[src/rtl/rob_recovery_ctrl_pkg.sv]
// rob_recovery_ctrl_pkg: shared types and default sizes for branch-mispredict ROB recovery.
package rob_recovery_ctrl_pkg;
  localparam int DEF_NUM_ROB = 8;
  localparam int DEF_NUM_PR = 64;
  localparam int DEF_NUM_AR = 32;
  localparam int DEF_PW = $clog2(DEF_NUM_PR);
  localparam int DEF_AW = $clog2(DEF_NUM_AR);
  typedef enum logic [1:0] {IDLE, WALK, DONE} RECOVERY_STATE_t;
  typedef struct packed {
    logic map_restore_en;
    logic [DEF_AW-1:0] map_restore_dest_idx;
    logic [DEF_PW-1:0] map_restore_T_idx;
    logic fl_return_en;
    logic [DEF_PW-1:0] fl_return_idx;
    logic rob_squash_en;
  } ROB_RECOVERY_OUT_t;
endpackage

[src/rtl/rob_age_cmp.sv]
// rob_age_cmp: true when index a is older than index b, ages measured from the ROB head.
module rob_age_cmp #(
  parameter int RW = 3
) (
  input  logic [RW-1:0] head,
  input  logic [RW-1:0] a,
  input  logic [RW-1:0] b,
  output logic          a_older
);
  logic [RW-1:0] age_a, age_b;
  assign age_a = a - head;
  assign age_b = b - head;
  assign a_older = age_a < age_b;
endmodule

[src/rtl/rob_recovery_ctrl.sv]
// rob_recovery_ctrl: walks squashed ROB entries youngest-first after a mispredict, then publishes the new tail.
// Define ROB_RECOVERY_SKIP_ZERO_EN to suppress restore/return for entries writing R31.
module rob_recovery_ctrl
  import rob_recovery_ctrl_pkg::*;
#(
  parameter int NUM_ROB = DEF_NUM_ROB,
  parameter int NUM_PR = DEF_NUM_PR,
  parameter int NUM_AR = DEF_NUM_AR,
  localparam int RW = $clog2(NUM_ROB),
  localparam int PW = $clog2(NUM_PR),
  localparam int AW = $clog2(NUM_AR)
) (
  input  logic          clock,
  input  logic          reset,
  input  logic          mispredict_valid,
  input  logic [RW-1:0] mispredict_rob_idx,
  input  logic [RW-1:0] rob_head,
  input  logic [RW-1:0] rob_tail,
  output logic [RW-1:0] walk_idx,
  input  logic          walk_rd_valid,
  input  logic [PW-1:0] walk_rd_T_idx,
  input  logic [PW-1:0] walk_rd_Told_idx,
  input  logic [AW-1:0] walk_rd_dest_idx,
  output logic          busy,
  output logic          map_restore_en,
  output logic [AW-1:0] map_restore_dest_idx,
  output logic [PW-1:0] map_restore_T_idx,
  output logic          fl_return_en,
  output logic [PW-1:0] fl_return_idx,
  output logic          rob_squash_en,
  output logic          tail_set_en,
  output logic [RW-1:0] tail_set_idx
);
  RECOVERY_STATE_t state, state_n;
  logic [RW-1:0] stop_idx, walk_n, stop_n, stop_eff, walk_m1, tail_m1;
  logic new_older, squash, keep;
  ROB_RECOVERY_OUT_t ro;
  rob_age_cmp #(.RW(RW)) u_age (
    .head(rob_head),
    .a(mispredict_rob_idx),
    .b(stop_idx),
    .a_older(new_older)
  );
  assign walk_m1 = walk_idx - RW'(1);
  assign tail_m1 = rob_tail - RW'(1);
  assign stop_eff = (mispredict_valid && new_older) ? mispredict_rob_idx : stop_idx;
`ifdef ROB_RECOVERY_SKIP_ZERO_EN
  assign keep = walk_rd_dest_idx != AW'(NUM_AR - 1);
`else
  assign keep = 1'b1;
`endif
  // Reset gates the pulses so an aborted walk emits nothing in its last cycle.
  assign squash = state == WALK && walk_rd_valid && !reset;
  always_comb begin
    ro = '0;
    ro.rob_squash_en = squash;
    ro.map_restore_en = squash && keep;
    ro.fl_return_en = squash && keep;
    ro.map_restore_dest_idx = ro.map_restore_en ? walk_rd_dest_idx : '0;
    ro.map_restore_T_idx = ro.map_restore_en ? walk_rd_Told_idx : '0;
    ro.fl_return_idx = ro.fl_return_en ? walk_rd_T_idx : '0;
  end
  assign map_restore_en = ro.map_restore_en;
  assign map_restore_dest_idx = ro.map_restore_dest_idx;
  assign map_restore_T_idx = ro.map_restore_T_idx;
  assign fl_return_en = ro.fl_return_en;
  assign fl_return_idx = ro.fl_return_idx;
  assign rob_squash_en = ro.rob_squash_en;
  assign busy = state != IDLE || mispredict_valid;
  assign tail_set_en = state == DONE;
  assign tail_set_idx = state == DONE ? stop_idx + RW'(1) : '0;
  always_comb begin
    state_n = state;
    walk_n = walk_idx;
    stop_n = stop_idx;
    if (state == IDLE && mispredict_valid) begin
      stop_n = mispredict_rob_idx;
      walk_n = tail_m1;
      state_n = tail_m1 == mispredict_rob_idx ? DONE : WALK;
    end else if (state == WALK) begin
      stop_n = stop_eff;
      state_n = walk_m1 == stop_eff ? DONE : WALK;
      walk_n = walk_m1 == stop_eff ? walk_idx : walk_m1;
    end else if (state == DONE) begin
      state_n = IDLE;
    end
  end
  always_ff @(posedge clock) begin
    if (reset) begin
      state <= IDLE;
      walk_idx <= '0;
      stop_idx <= '0;
    end else begin
      state <= state_n;
      walk_idx <= walk_n;
      stop_idx <= stop_n;
    end
  end
endmodule

[config.mk]
export PLATFORM = sky130hd
export DESIGN_NAME = rob_recovery_ctrl
export DESIGN_NICKNAME = d
export VERILOG_FILES = /design/src/rtl/rob_recovery_ctrl_pkg.sv /design/src/rtl/rob_age_cmp.sv /design/src/rtl/rob_recovery_ctrl.sv
export SDC_FILE = /design/constraint.sdc
export NUM_CORES = 1
export LEC_CHECK = 0
export ABC_AREA = 1
export BUFFER_PORTS_ARGS = -buffer_cell sky130_fd_sc_hd__buf_2
export CAP_MARGIN = 10
export CORE_UTILIZATION = 40
export CTS_BUF_LIST = sky130_fd_sc_hd__clkbuf_8
export DETAILED_ROUTE_END_ITERATION = 6
export PLACE_DENSITY = 0.76
export SLEW_MARGIN = 25
export SYNTH_ARGS = -nofsm -noshare
export SYNTH_HDL_FRONTEND = slang
export SYNTH_HIERARCHICAL = 1
export SYNTH_SLANG_ARGS = --single-unit
[constraint.sdc]
create_clock -name clock -period 2.9 [get_ports clock]
set_input_delay 0.725 -clock clock [delete_from_list [all_inputs] [get_ports clock]]
set_output_delay 0.725 -clock clock [all_outputs]
set_load 0.01 [all_outputs]
==> flow_summary.ini, run 1 <==
[synthesis]
ys_seq_area_share_pct = 15.1
yosys_register_bits = 8
synth_nets = 224
synth_xor_area_share_pct = 4.83
synth_area_sq_mm = 0.00106
ys_warn_count = 6
synth_area_leaders = inv_1, dfxtp_1, nand2_1
syn_inst = 185
synth_top_area_share_pct = 17.7
muxShareOfSynthArea_pct = 0
post-synth-top-area-cell = inv_1
synth_top_family_by_area = simple AND/OR/NAND/NOR gates
ys_types = 22
synth_simple_gate_area_share_pct = 40.4
synthAdderAreaFrac_pct = 12.0
avgSynthCellArea_sq_um = 5.74
synth_compound_area_share_pct = 6.95

[status]
status = finished, violations left
violations = negative setup slack

[worst_setup_path]
r2r_start = stop_idx[0]
worstSetupStartpointType = input pin
r2r-end = walk_idx[0]
r2r_cells = 18
path_max_fanout = 6
path_cells = buf_12 > inv_12 > ha_4 > inv_2 > fa_2 > inv_2 > nand2_2 > nand2_1 > nand2_1 > nand2_2 > ha_4 > a21o_1 > nor2_4 > nand2_4 > nand2_4 > nand2_4 > xor2_4 > nand2_2 > nand2_4 > nand3_1 > a21oi_1
r2r_slack_ns = 0.09
critPathSlowestCell = fa_2
cp_data_arrival_time_ns = 3.11
startpoint = mispredict_rob_idx[0]
worst-setup-path-type = in2reg
critPathCaptureType = register
crit_required_ns = 3.06
cp_common_cell = nand2_4
worst_path_largest_cell_delay_ns = 0.40

[timing]
fin_ws_ns = -0.0554
rsz0062_at_grt = yes
finalHoldViolCount = 0
holdWs_ns = 0.505
fmax_mhz = 338
period_needed_ns = 2.96
drv_slew = 0
worst_pin_slew_ns = 0.420
finClkSkew_ns = 0.00414
fin_crit_sh_pct = 102
slew_headroom_pct = 72.0
setup_violations = 3

[detailed_routing]
dr.pass1.iters = 4
wl_per_cell_um = 10.6
vias_per_cell = 4.59
via_count = 1275
wl_um = 2950
ant_nets = 0
drc = 0
drt_iter0_markers = 22

[clock_tree]
postCtsSetupBuffers = 0
clock_path_buffers = 2
cts_root_buffer = clkbuf_8
insertion_delay_ns = 0.23
cts_tree = yes
clkSinkCount = 8
h-tree-depth = 1
cts-buffers-inserted = 3
clkTransAtPathRegs_ns = 0.04

[min_path]
hold_end = walk_idx[1]
min_path_cells = 2
hp-start = walk_idx[1]
holdCritPathClass = reg2reg

[floorplanning]
start_util_pct = 42.5
design.core.area_sq_mm = 0.00250
die_area_sq_mm = 0.00287
die_h_um = 53.5
io_pins = 58
die_x_um = 53.5
rows = 18

[grt]
antenna_found_initial = 0
grt_pass1_wl_um = 4480
grt-ovfl-total = 0
grt_max_degree = 19
first_global_vias = 1049
track_usage_pct = 21.4

[power_and_ir_drop]
power.density_mw_per_mm2 = 730
p_sw_w = 0.000597
p_comb_share_pct = 71.5
p_seq_share_pct = 17.1
vdd_ir_drop_max_mv = 0.601
p_int_w = 0.000574
leakage_nw = 0.990
p_clk_share_pct = 11.4
swShare_pct = 51.0

[place]
place_congestion = 0.812
port_buffers = 57
dp_hpwl_um = 2250
dp.cells = 275

[cells_and_area]
instances_no_fill = 278
final_util_pct = 64.2
nNetsFinal = 289
drive_gt1_share_pct = 41.1
n_antenna_cell = 0
area_growth_pct = 51.0

[flow_run]
cap_viol_max_count = 0
## cell usage in the layout, fill, tap and decap left out, drive strengths merged, types with 2 or more instances in the layout
cell type  instances
ha                 7
o21ai              2
buf               64
a31oi              2
inv               52
dfxtp              8
clkbuf             3
nor2              27
nand3             25
nand2             42
xnor2              3
fa                 2
a21oi              7
xor2               2
## worst max-delay path by stage
stage                   to  slack [ns]  cells past startpoint
2_1_floorplan  walk_idx[2]       -0.02                     18
3_5_place_dp   walk_idx[2]       -0.38                     20
4_1_cts        walk_idx[2]       -0.06                     19
6_report       walk_idx[0]       -0.06                     21
3_3_place_gp   walk_idx[2]       -0.28                     19
5_1_grt        walk_idx[1]       -0.25                     21
## layer usage
metal / vias to the layer above / wire length [um] / global-route usage, %
met5: - / 0 / 0
li1: 675 / - / -
met1: 563 / 1310 / 27.5
met2: 33 / 1510 / 37.1
met4: 0 / 17 / 3.95
met3: 4 / 112 / 4.24
## power by group through the flow
stage | clock network (W) | logic (W) | registers [W]
6_report | 0.000133 | 0.000837 | 0.000200
5_1_grt | 0.000143 | 0.000941 | 0.000205
4_1_cts | 0.000136 | 0.000749 | 0.000197
3_5_place_dp | 0 | 0.000720 | 0.000196
3_3_place_gp | 0 | 0.000709 | 0.000197
2_1_floorplan | 0 | 0.000524 | 0.000192
## critical path: cells and delay by family
kind	cells	cell delay [ns]
XOR/XNOR	1	0.19
adder cells (fa/ha/maj)	3	0.70
AO/OA/AOI/OAI	2	0.30
AND/OR/NAND/NOR	11	0.95
buffers and inverters	4	0.25
## registers in the layout (all words and copies together) (netlist names)
signal and flops:
walk_idx 3, stop_idx 3, state 2
## repair_timing
action                     in CTS  in global routing
pin swaps                      11                 11
setup endpoints to repair       5                  6
gates cloned                    0                  0
gates resized for setup         9                 14
hold buffers                    0                  0
## through the flow
stage	power (W)	TNS (ns)	setup slack [ns]	instance area (sq um)
2_1_floorplan	0.000716	-0.0184	-0.0184	1100
6_report	0.00117	-0.115	-0.0554	1600
4_1_cts	0.00108	-0.145	-0.0584	1530
5_1_grt	0.00129	-0.979	-0.246	1600
3_3_place_gp	0.000906	-1.19	-0.276	1450
3_5_place_dp	0.000916	-1.81	-0.381	1450
## logic make-up (layout without fill, tap and decap cells)
family	after synthesis	count (layout)
XOR/XNOR	5	5
buffers and inverters	56	119
AND/OR/NAND/NOR	94	94
AO/OA/AOI/OAI	13	13
adder cells (fa/ha/maj)	9	9
flip-flops	8	8
## cells in the mapped netlist, drive strengths merged
cell    count
o21ai       2
xnor2       3
a21o        1
nand3      25
xor2        2
o221ai      1
fa          2
dfxtp       8
a31oi       2
a21oi       7
inv        52
nand2      42
buf         4
ha          7
nor2       27
## area by class of cell
class	instances	area, sq um
Multi-Input combinational cell	121	805
Sequential cell	8	160
Fill cell	237	896
Timing Repair Buffer	64	353
Clock buffer	3	41.3
Tap cell	30	37.5
Inverter	52	208
No activity file was read; power rests on OpenSTA's default activity.
==> run 2, diff against run 1 <==
- CORE_ASPECT_RATIO: unset -> 0.75
- SLEW_MARGIN: 25 -> 15
==> flow_summary.ini, run 2 (synthesis results as in run 1) <==
[grt]
first_global_vias = 948
grt_pass1_wl_um = 4080
antenna_found_initial = 0
grt_max_degree = 19
grt-ovfl-total = 0
track_usage_pct = 20.1

[floorplanning]
start_util_pct = 44.2
design.core.area_sq_mm = 0.00240
die_area_sq_mm = 0.00287
io_pins = 58
rows = 15
die_x_um = 61.5
die_h_um = 46.6

[cells_and_area]
reg_top3 = stop_idx x3, walk_idx x3, state x2
layout_common_cells = buf_2, inv_1, nand2_1, nor2_1, nand3_1
fillCellCount = 234
layout_commonest_cell = buf_2
area_growth_pct = 47.3
n_antenna_cell = 0
drive_gt1_share_pct = 38.9
nNetsFinal = 288

[place]
port_buffers = 57
dp_slack_ns = -0.364
place_congestion = 0.948
dp_hpwl_um = 2340

[worst_setup_path]
critPathCaptureType = register
path_max_fanout = 6
worstSetupStartpointType = input pin
crit_required_ns = 3.06
r2r_cells = 17
cp_data_arrival_time_ns = 3.10
worst-setup-path-type = in2reg

[power_and_ir_drop]
power_w = 0.00115
power.density_mw_per_mm2 = 733
vdd_ir_drop_max_mv = 0.457
leakage_nw = 0.975

[min_path]
min_path_cells = 2
holdCritPathClass = reg2reg

[detailed_routing]
vias_per_cell = 4.60
via_count = 1292
ant_nets = 0
drt_iter0_markers = 56
drc = 0
dr.pass1.iters = 4
wl_um = 2930
wl_per_cell_um = 10.4

[timing]
finClkSkew_ns = 0.00114
fin_crit_sh_pct = 101
finalHoldViolCount = 0
period_needed_ns = 2.94
setup_violations = 2
rsz0062_at_grt = yes
fin_ws_ns = -0.0368
fmax_mhz = 341
worst_pin_slew_ns = 0.386
drv_slew = 0
slew_headroom_pct = 74.2

[clock_tree]
cts_tree = yes
cts_hold_buf = 0
clock_path_buffers = 2
cts_root_buffer = clkbuf_8
insertion_delay_ns = 0.23
clkSinkCount = 8
h-tree-depth = 1
cts-buffers-inserted = 3
clkTransAtPathRegs_ns = 0.04

[status]
status = finished, violations left
violations = negative setup slack

[flow_run]
cap_viol_max_count = 0
-- run 2: cell types whose count changed in the layout (fill, tap and decap cells not counted), sizes merged --
cell	delta
buf	-1
-- run 2: area by class of cell --
cell class / count / area, sq um / area share [%]
Inverter: 52 / 208 / 13.3
Tap cell: 34 / 42.5 / 2.72
Sequential cell: 8 / 160 / 10.2
Timing Repair Buffer: 63 / 345 / 22.1
Multi-Input combinational cell: 121 / 768 / 49.1
Clock buffer: 3 / 41.3 / 2.64
-- run 2: through the flow --
stage | TNS [ns] | hold WS (ns) | area [sq um] | cells | util, %
detailed placement | -1.66 | 0.497 | 1440 | 277 | 60.0
global placement | -1.23 | 0.493 | 1440 | 277 | 60.0
global route | -0.554 | 0.540 | 1570 | 281 | 65.2
finish | -0.0580 | 0.497 | 1570 | 281 | 65.2
floorplan | -0.0184 | 0.506 | 1100 | 185 | -
CTS | -0.00564 | 0.504 | 1540 | 281 | 64.0
-- run 2: layer usage --
layer	global-route usage [%]	vias up	part of all wire, %
met2	28.8	58	43
met3	3.65	7	8.3
met1	29.2	550	47
li1	-	677	-
met5	0	-	0
met4	8.00	0	1.8
-- run 2: critical path, stage by stage --
cell and delay (ns):
buf_12 0.11, inv_12 0.04, ha_4 0.11, inv_2 0.03
fa_2 0.33, inv_1 0.06, nand2_1 0.06, nand2_1 0.06
nand2_1 0.07, nand2_2 0.08, ha_4 0.20, a21o_1 0.20
nor2_4 0.19, nand3_2 0.12, nand2_2 0.14, xor2_4 0.22
nand2_2 0.08, nand2_2 0.08, nand3_1 0.06, a21oi_1 0.14
-- run 2: repair_timing --
item,CTS,global route
buffers inserted,1,0
resized for setup,10,5
pin swaps,10,4
endpoints found under the setup margin,5,5
-- run 2: path summary, 6_finish.rpt --
kind | slack [ns] | to | from
setup / recovery | -0.04 | walk_idx[0] | mispredict_rob_idx[0]
hold / removal | 0.50 | walk_idx[1] | walk_idx[1]
setup reg to reg | 0.26 | walk_idx[0] | stop_idx[0]
hold reg to reg | 0.50 | walk_idx[1] | walk_idx[1]
-- run 2: power by group --
part           switching, W  internal (W)
clock             0.0000460     0.0000901
sequential        0.0000410      0.000150
combinational      0.000498      0.000322
==> run 3, diff against run 2 <==
- CORE_MARGIN: unset -> 2
- PLACE_DENSITY: 0.76 -> 0.78
==> flow_summary.ini, run 3 (synthesis results as in run 1) <==
[status]
status = finished, violations left
violations = negative setup slack

[place]
dp_hpwl_um = 2380
place_congestion = 0.845
port_buffers = 57
dp.cells = 278
place_area_sq_mm = 0.00144

[detailed_routing]
drc = 0
wl_um = 3180
ant_nets = 0
via_count = 1297
wl_per_cell_um = 11.3
vias_per_cell = 4.60
dr.pass1.iters = 4
drt_iter0_markers = 70

[worst_setup_path]
cp_data_arrival_time_ns = 3.17
r2r_start = stop_idx[0]
critPathCaptureType = register
path_max_fanout = 6
worstSetupStartpointType = input pin
worst-setup-path-type = in2reg
crit_required_ns = 3.07
startpoint = mispredict_rob_idx[0]

[clock_tree]
clkTransAtPathRegs_ns = 0.04
insertion_delay_ns = 0.23
cts_root_buffer = clkbuf_8
cts-buffers-inserted = 3
h-tree-depth = 1
clock_path_buffers = 2
clkSinkCount = 8
cts_tree = yes

[cells_and_area]
n_antenna_cell = 0
final_util_pct = 63.2
seqCellArea_sq_um = 160
fin_area_sq_mm = 0.00162
reg_top3 = stop_idx x3, walk_idx x3, state x2
layout_commonest_cell = buf_2
fillCellCount = 244
instances_no_fill = 282
area_growth_pct = 52.5
multi_input_comb_area_sq_um = 826
layout_common_cells = buf_2, inv_1, nand2_1, nor2_1
nNetsFinal = 287
drive_gt1_share_pct = 42.7

[timing]
fin_crit_sh_pct = 103
holdWs_ns = 0.498
worst_pin_slew_ns = 0.376
fmax_mhz = 333
setup_violations = 4
rsz0062_at_grt = yes
fin_ws_ns = -0.0985
finalHoldViolCount = 0
finClkSkew_ns = 0.00128
period_needed_ns = 3.00
drv_slew = 0
slew_headroom_pct = 74.9

[flow_run]
cap_viol_max_count = 0

[grt]
antenna_found_initial = 0
grt_max_degree = 19
grt_pass1_wl_um = 5090
first_global_vias = 1144
track_usage_pct = 20.4
grt-ovfl-total = 0

[floorplanning]
start_util_pct = 41.5
die_x_um = 63.5
die_area_sq_mm = 0.00309
die_h_um = 48.6
io_pins = 58
design.core.area_sq_mm = 0.00256
rows = 16

[min_path]
hp-start = walk_idx[1]
holdCritPathClass = reg2reg

[power_and_ir_drop]
vdd_ir_drop_max_mv = 0.447
leakage_nw = 0.991
power_w = 0.00120
power.density_mw_per_mm2 = 738
run 3: cell count changes in the layout (fill, tap and decap cells not counted):
cell / before / now
a21oi_1: 5 / 3
a21oi_2: 2 / 4
buf_2: 56 / 55
nand2_2: 9 / 7
nand2_4: 1 / 3
nand3_1: 20 / 12
nand3_2: 4 / 12
run 3: worst max-delay path, stage by stage:
cell     delay (ns)
buf_12         0.11
inv_12         0.04
ha_4           0.11
inv_2          0.03
fa_2           0.34
inv_1          0.06
nand2_1        0.07
nand2_1        0.08
nand2_1        0.05
nand2_2        0.08
ha_4           0.19
a21o_1         0.17
nor2_4         0.22
nand3_2        0.13
nand3_1        0.12
nand2_2        0.08
nor2_4         0.17
nand2_2        0.08
nand2_2        0.10
nand3_2        0.07
a21oi_2        0.13
run 3: cell type report:
cell class                      instances  share of cell area [%]
Multi-Input combinational cell        121                    51.0
Timing Repair Buffer                   62                    21.0
Inverter                               52                    12.8
Sequential cell                         8                    9.88
Tap cell                               36                    2.78
Clock buffer                            3                    2.55
run 3: worst paths after layout:
check | end | slack (ns) | depth (start not counted)
worst max-delay path | walk_idx[0] | -0.1 | 21
worst min-delay path | walk_idx[1] | 0.50 | 2
worst max register to register | walk_idx[0] | 0.13 | 17
worst min register to register | walk_idx[1] | 0.50 | 2
run 3: metrics by stage:
stage                     worst slack, ns  TNS (ns)
after floorplan                   -0.0184   -0.0184
after global placement             -0.281     -1.13
after detailed placement           -0.376     -1.70
after CTS                         -0.0767    -0.178
after global routing               -0.231    -0.962
final                             -0.0985    -0.276
run 3: layer usage:
metal	GRT usage [%]	share of wire, %	wire length (um)
met5	0	0	0
met4	3.26	1.1	34
met3	5.12	5.6	179
met2	32.6	48	1520
met1	28.4	46	1450
run 3: power by group:
part | internal (W) | total [W] | switching [W]
sequential | 0.000150 | 0.000196 | 0.0000458
clock | 0.0000903 | 0.000138 | 0.0000480
combinational | 0.000331 | 0.000862 | 0.000532
total | 0.000571 | 0.00120 | 0.000626
run 3: timing repair:
action | in CTS | in global routing
gates cloned | 0 | 0
resized for setup | 9 | 19
hold buffers | 0 | 0
endpoints found under the setup margin | 5 | 5
pin swaps | 12 | 10
buffers inserted | 0 | 1
